## src/rtl/sequence_1001.sv

```systemverilog
// sequence_1001: Moore detector for the serial pattern 1-0-0-1 with overlapping
// matches. The out flag is registered and is high only while the FSM sits in
// S_HIT.
// Optional feature macro: SEQ1001_COUNT_EN adds the saturating match_count port.
module sequence_1001 #(
  parameter int unsigned COUNT_W = 8
) (
  input  logic               clk,
  input  logic               reset,
  input  logic               x,
`ifdef SEQ1001_COUNT_EN
  output logic [COUNT_W-1:0] match_count,
`endif
  output logic               out
);

  typedef enum logic [2:0] {
    S_IDLE = 3'd0,
    S_1    = 3'd1,
    S_10   = 3'd2,
    S_100  = 3'd3,
    S_HIT  = 3'd4
  } state_e;

  state_e state_q, state_d;
  logic   out_q, out_d;

  // Reject a zero-width counter at elaboration
  if (COUNT_W < 1) begin : g_bad_count_w
    $error("sequence_1001: COUNT_W must be at least 1");
  end

  // State and output registers
  always_ff @(posedge clk or posedge reset) begin
    if (reset) begin
      state_q <= S_IDLE;
      out_q   <= 1'b0;
    end else begin
      state_q <= state_d;
      out_q   <= out_d;
    end
  end

  // Next-state logic; the flag is the registered decode of the next state
  always_comb begin
    state_d = S_IDLE;
    out_d   = 1'b0;
    unique case (state_q)
      S_IDLE:  state_d = x ? S_1   : S_IDLE;
      S_1:     state_d = x ? S_1   : S_10;
      S_10:    state_d = x ? S_1   : S_100;
      S_100:   state_d = x ? S_HIT : S_IDLE;
      // The trailing 1 of a match is the leading 1 of the next one
      S_HIT:   state_d = x ? S_1   : S_10;
      default: state_d = S_IDLE;
    endcase
    out_d = (state_d == S_HIT);
  end

  assign out = out_q;

`ifdef SEQ1001_COUNT_EN
  logic [COUNT_W-1:0] count_q, count_d;

  // Saturating count of entries into S_HIT
  always_comb begin
    count_d = count_q;
    if ((state_d == S_HIT) && (count_q != {COUNT_W{1'b1}})) begin
      count_d = count_q + COUNT_W'(1);
    end
  end

  // Match counter register
  always_ff @(posedge clk or posedge reset) begin
    if (reset) begin
      count_q <= '0;
    end else begin
      count_q <= count_d;
    end
  end

  assign match_count = count_q;
`endif

endmodule

```

## config.mk

```make
export PLATFORM = sky130hd
export DESIGN_NAME = sequence_1001
export DESIGN_NICKNAME = d
export VERILOG_FILES = /design/src/rtl/sequence_1001.sv
export SDC_FILE = /design/constraint.sdc
export NUM_CORES = 1
export LEC_CHECK = 0
export CAP_MARGIN = 30
export CORE_AREA = 8 8 45 47
export DETAILED_ROUTE_END_ITERATION = 6
export DIE_AREA = 0 0 53 55
export GPL_TIMING_DRIVEN = 0
export PLACE_DENSITY_LB_ADDON = 0.05
export SLEW_MARGIN = 10
export SYNTH_ARGS = -nofsm -noshare
export SYNTH_HDL_FRONTEND = slang
export SYNTH_SLANG_ARGS = --single-unit
```

## constraint.sdc

```tcl
create_clock -name clk -period 1.15 [get_ports clk]
set_input_delay 0.115 -clock clk [delete_from_list [all_inputs] [get_ports clk]]
set_output_delay 0.115 -clock clk [all_outputs]
set_load 0.05 [all_outputs]
```

==> results.yml, run 1 <==
logic_synthesis:
  synth_top_area_share_pct: 61.07
  seq_area_frac_synth_pct: 61.07
  synth_ff_type: "dfrtp_1"
  yosys-top-cells-area: "dfrtp_1 (61%), o211a_1 (6.1%), o32ai_1 (5.3%), xor2_1 (5.3%), inv_1 (4.6%)"
  yosys_register_bits: 4
  synth_top_area_cell: "dfrtp_1"
  syn-num-nets: 18
  ys_types: 10
  synth_edf_count: 0
  netlist_top_cells_count: "dfrtp_1 (4), inv_1 (2), nor2_1 (2)"
  netlist_instances: 15
  synth_area_sq_um: 163.9
  syn_avg_cell_area_sq_um: 10.93
  synth.yosys.warnings: 0
  synth.most_common_cell: "dfrtp_1"
  synth-async-reset-ratio_pct: 100.0
finish:
  syn_to_final_growth_pct: 45.04
  final_cells: 37
  utilization_pct: 17.18
  diodes: 0
  layout.area.seq_sq_um: 100.1
  multi_input_area_sq_um: 56.30
  nNetsFinal: 26
  drive_above_1_share_pct: 19.05
  n_fill_cell: 152
sta:
  rsz0062_at_grt: "no"
  setup_violations: 0
  fmax_mhz: 968.6
  fin_crit_sh_pct: 89.78
  hold_slack_ns: 0.06567
  tns_ns: 0
  tightest_slew_ns: 0.2818
  finalHoldViolCount: 0
  clock-skew-final_ns: 0.001231
  slew_violations: 0
  fin_crit_ns: 1.032
  slew_headroom_pct: 81.30
global_route:
  grt_pass1_wl_um: 503
  grt_pass1_vias: 119
  grt_max_degree: 6
  antenna_found_initial: 0
  gr-total-overflow: 0
  track_usage_pct: 2.848
placed_design:
  port-buffer-count: 3
  routabilityCongestion: 0.6712
  dp.cells: 34
  dp_hpwl_um: 250.3
setup_path:
  crit_fanout: 1
  crit_arrival_ns: 0.92
  slowest_delay_ns: 0.36
  critPathBufInv: 1
  crit_path_end_kind: "output pin"
  worstSetupPathType: "reg2out"
  crit_chain: "clkdlybuf4s15_2"
  cp-start-kind: "flop"
  slowest_stage: "dfrtp_1"
  cp_top_family: "flip-flops"
  crit_required_ns: 1.03
  r2r_start: "state_q[1]"
  timing.rr.end: "state_q[1]"
  ff2ff_setup_slack_ns: 0.25
  reg2reg_depth: 2
route:
  routed_wl_um: 312
  routedWlPerCell_um: 8.432
  viasPerCell: 3.027
  vias: 112
  firstDrtPassIters: 4
  drtIter0Drc: 2
  drt.antenna.violating_nets: 0
  drc_errors: 0
clock_network:
  clock-sinks: 4
  clk_pin_slew_ns: 0.04
  cts.path.max_buffers: 2
  insertion_delay_ns: 0.23
  cts_tree: "done"
  cts_max_level: 1
  numCtsBuffers: 3
  cts-root-buf: "clkbuf_4"
  cts_hold_buf: 0
  postCtsSetupBuffers: 0
pwr:
  p_seq_share_pct: 43.6
  p_per_area_nw_per_um2: 2226
  p_clk_share_pct: 31.8
  ir_drop_mv: 0.7456
  switching_share_pct: 30.77
  p_int_uw: 366.4
  power.switching_uw: 162.9
  pwr-share-comb_pct: 24.7
  power.leakage_uw: 0.0001171
floorplan:
  core_sq_um: 1384
  rows: 14
  die_x_um: 53
  io_pins: 4
  die_h_um: 55
  start_util_pct: 11.84
  dieArea_sq_um: 2915
run:
  drv_cap: 0
outcome:
  outcome: "finished clean"
min_path:
  hp-class: "in2async"
-- cell type report --
class                           count  share of cell area [%]
Tap cell                           16                   8.421
Inverter                            2                   3.158
Multi-Input combinational cell      9                   23.68
Timing Repair Buffer                3                   13.16
Sequential cell                     4                   42.11
Clock buffer                        3                   9.474
-- worst max path at each step --
stage	start	endpoint	slack (ns)	depth (start not counted)
final	out	out	0.12	1
after global routing	out	out	0.06	1
after CTS	out	out	0.1	1
after detailed placement	out	out	-0.07	1
after global placement	out	out	-0.07	1
after floorplan	state_q[1]	state_q[1]	0.30	2
-- sequential cells by signal (all words and copies together) (netlist names) --
register and flops:
out 1, state_q 3
-- per-stage QoR --
stage | total power (uW) | worst slack (ns) | area, sq um
final | 529.2 | 0.1175 | 237.7
after detailed placement | 367.7 | -0.07411 | 214.0
after floorplan | 326.0 | 0.2961 | 163.9
after global placement | 372.1 | -0.06981 | 214.0
after global routing | 569.3 | 0.05799 | 237.7
after CTS | 543.9 | 0.09747 | 237.7
-- logic make-up (layout without fill, tap and decap cells) --
family | Yosys count | count (layout) | share of synthesized area, %
DFF | 4 | 4 | 61.07
xor gates and xnor gates | 1 | 1 | 5.344
AOI/OAI and AO/OA | 3 | 3 | 14.50
and+or+nand+nor | 5 | 5 | 14.51
buffers and inverters | 2 | 8 | 4.582
-- cell usage in the layout, fill, tap and decap left out, drive strengths merged --
master / count
dfrtp: 4
clkbuf: 3
inv: 2
nor2: 2
clkdlybuf4s50: 2
xor2: 1
o21ai: 1
o211a: 1
nand2b: 1
nand2: 1
and2: 1
o32ai: 1
clkdlybuf4s15: 1
-- power groups by stage --
| stage | sequential (uW) | combinational (uW) | clock, uW |
|---|---|---|---|
| 6_report | 230 | 131 | 168 |
| 3_5_place_dp | 232 | 135 | 0 |
| 4_1_cts | 231 | 134 | 179 |
| 5_1_grt | 239 | 145 | 185 |
| 3_3_place_gp | 233 | 139 | 0 |
| 2_1_floorplan | 244 | 82.2 | 0 |
-- timing repair --
action,CTS,global route
hold endpoints to repair,0,0
setup endpoints to repair,1,0
resized for setup,3,0
-- metal layers --
metal / track usage [%] / vias up / share of wire (%)
met5: 0 / - / 0
met4: 5.172 / 0 / 0
met3: 1.604 / 0 / 4.2
met2: 3.516 / 3 / 53
met1: 2.446 / 48 / 43
li1: - / 61 / -
Note: power is estimated with default switching activity, not from simulation.
==> run 2, diff against run 1 <==
==> constraint.sdc (replaced) <==
create_clock -name clk -period 0.87 [get_ports clk]
set_input_delay 0.087 -clock clk [delete_from_list [all_inputs] [get_ports clk]]
set_output_delay 0.087 -clock clk [all_outputs]
set_load 0.05 [all_outputs]
==> run 2 against run 1 <==
The flow now finishes with violations (setup timing). Clock skew unchanged. Wire length is 2.9% higher. Clock power increased by 32%. Via count unchanged. First-iteration DRC count rose to 2.5 times the previous value. Core utilization up 0.54 points. Critical path depth up 1. Non-clock buffer count is the same.
==> results.yml, run 2 (synthesis results as in run 1) <==
outcome:
  outcome: "complete, but fails checks"
  violations: "setup timing"
finish:
  syn_to_final_growth_pct: 49.62
  final_common_cell: "dfrtp_1"
  utilization_pct: 17.72
  nNetsFinal: 26
  drive_above_1_share_pct: 23.81
  largest_reg_flops: 3
  diodes: 0
  top_register: "state_q"
  n_fill_cell: 153
  layout_common_cells: "dfrtp_1 (4), clkbuf_4 (3), inv_1 (2), nor2_1 (2), clkdlybuf4s50_1 (2)"
clock_network:
  cts_tree: "done"
  numCtsBuffers: 3
  cts_max_level: 1
  cts.path.max_buffers: 2
  clk_pin_slew_ns: 0.04
  postCtsSetupBuffers: 0
  insertion_delay_ns: 0.23
  cts-root-buf: "clkbuf_4"
  clock-sinks: 4
sta:
  hold_slack_ns: 0.03767
  clock-skew-final_ns: 0.001231
  rsz0062_at_grt: "yes"
  tns_ns: -0.03799
  fin_crit_sh_pct: 104.4
  tightest_slew_ns: 0.1950
  slew_violations: 0
  slew_headroom_pct: 87.00
  setup_violations: 1
  finalHoldViolCount: 0
  fmax_mhz: 1101
  fin_crit_ns: 0.9080
  setup_slack_ns: -0.03799
min_path:
  hp-class: "in2async"
route:
  drt.antenna.violating_nets: 0
  routed_wl_um: 321
  viasPerCell: 3.027
  vias: 112
  drc_errors: 0
  routedWlPerCell_um: 8.676
  drtIter0Drc: 5
  firstDrtPassIters: 4
setup_path:
  timing.rr.end: "state_q[1]"
  worstSetupPathType: "reg2reg"
  cp-start-kind: "flop"
  reg2reg_depth: 2
  crit_required_ns: 0.98
  startpoint: "state_q[1]"
  crit_path_end_kind: "flop"
  ff2ff_setup_slack_ns: -0.04
  r2r_start: "state_q[1]"
  crit_fanout: 4
  crit_arrival_ns: 1.02
placed_design:
  port-buffer-count: 3
  dp_hpwl_um: 250.3
  routabilityCongestion: 0.6712
  pre_cts_slack_ns: -0.3261
global_route:
  grt_pass1_wl_um: 489
  grt_max_degree: 6
  antenna_found_initial: 0
  grt_pass1_vias: 120
  track_usage_pct: 2.793
  gr-total-overflow: 0
floorplan:
  dieArea_sq_um: 2915
  die_h_um: 55
  io_pins: 4
  rows: 14
  core_sq_um: 1384
  die_x_um: 53
  start_util_pct: 11.84
pwr:
  p_int_uw: 504.0
  power.leakage_uw: 0.0001217
  switching_share_pct: 31.29
  p_seq_share_pct: 42.7
  pwr-share-comb_pct: 27.0
  power.switching_uw: 229.5
  ir_drop_mv: 1.009
  p_total_uw: 733.5
  p_per_area_nw_per_um2: 2991
  p_clk_share_pct: 30.3
run:
  drv_cap: 0
run 2: routing by layer:
metal  GRT usage [%]  part of all wire (%)
met1           2.446                    43
met2           3.320                    53
met3           1.604                   4.0
met4           5.172                     0
met5               0                     0
run 2: stage by stage:
step | cells | instance area (sq um)
2_1_floorplan | 15 | 163.9
3_3_place_gp | 34 | 214.0
3_5_place_dp | 34 | 214.0
4_1_cts | 37 | 237.7
5_1_grt | 37 | 245.2
6_report | 37 | 245.2
run 2: power groups by stage:
stage               Sequential, uW  Combinational [uW]  Clock, uW
floorplan                      322                 109          0
global placement               308                 184          0
detailed placement             307                 179          0
CTS                            306                 181        237
global route                   327                 215        244
finish                         313                 198        222
run 2: timing repair:
action,CTS,global route
setup endpoints to repair,3,3
endpoints found under the hold margin,0,0
hold buffers,0,0
resized for setup,7,1
run 2: layout make-up:
cell class / instances / area, sq um / share of cell area, %
sequential: 4 / 100.1 / 40.82
inverter: 2 / 7.507 / 3.061
multi-input combinational: 9 / 63.81 / 26.02
timing repair buffer: 3 / 31.28 / 12.76
clock buffer: 3 / 22.52 / 9.184
tap: 16 / 20.02 / 8.163
run 2: worst max-delay path, cell delays in order (launching register included):
cell     delay [ns]
dfrtp_1        0.41
xor2_1         0.17
o211a_1        0.21
run 2: worst max-delay path by stage:
stage | endpoint | slack [ns] | cells past startpoint
global route | state_q[1] | -0.07 | 2
detailed placement | out | -0.33 | 1
finish | state_q[1] | -0.04 | 2
floorplan | state_q[1] | 0.02 | 2
CTS | state_q[0] | -0.04 | 2
global placement | out | -0.32 | 1
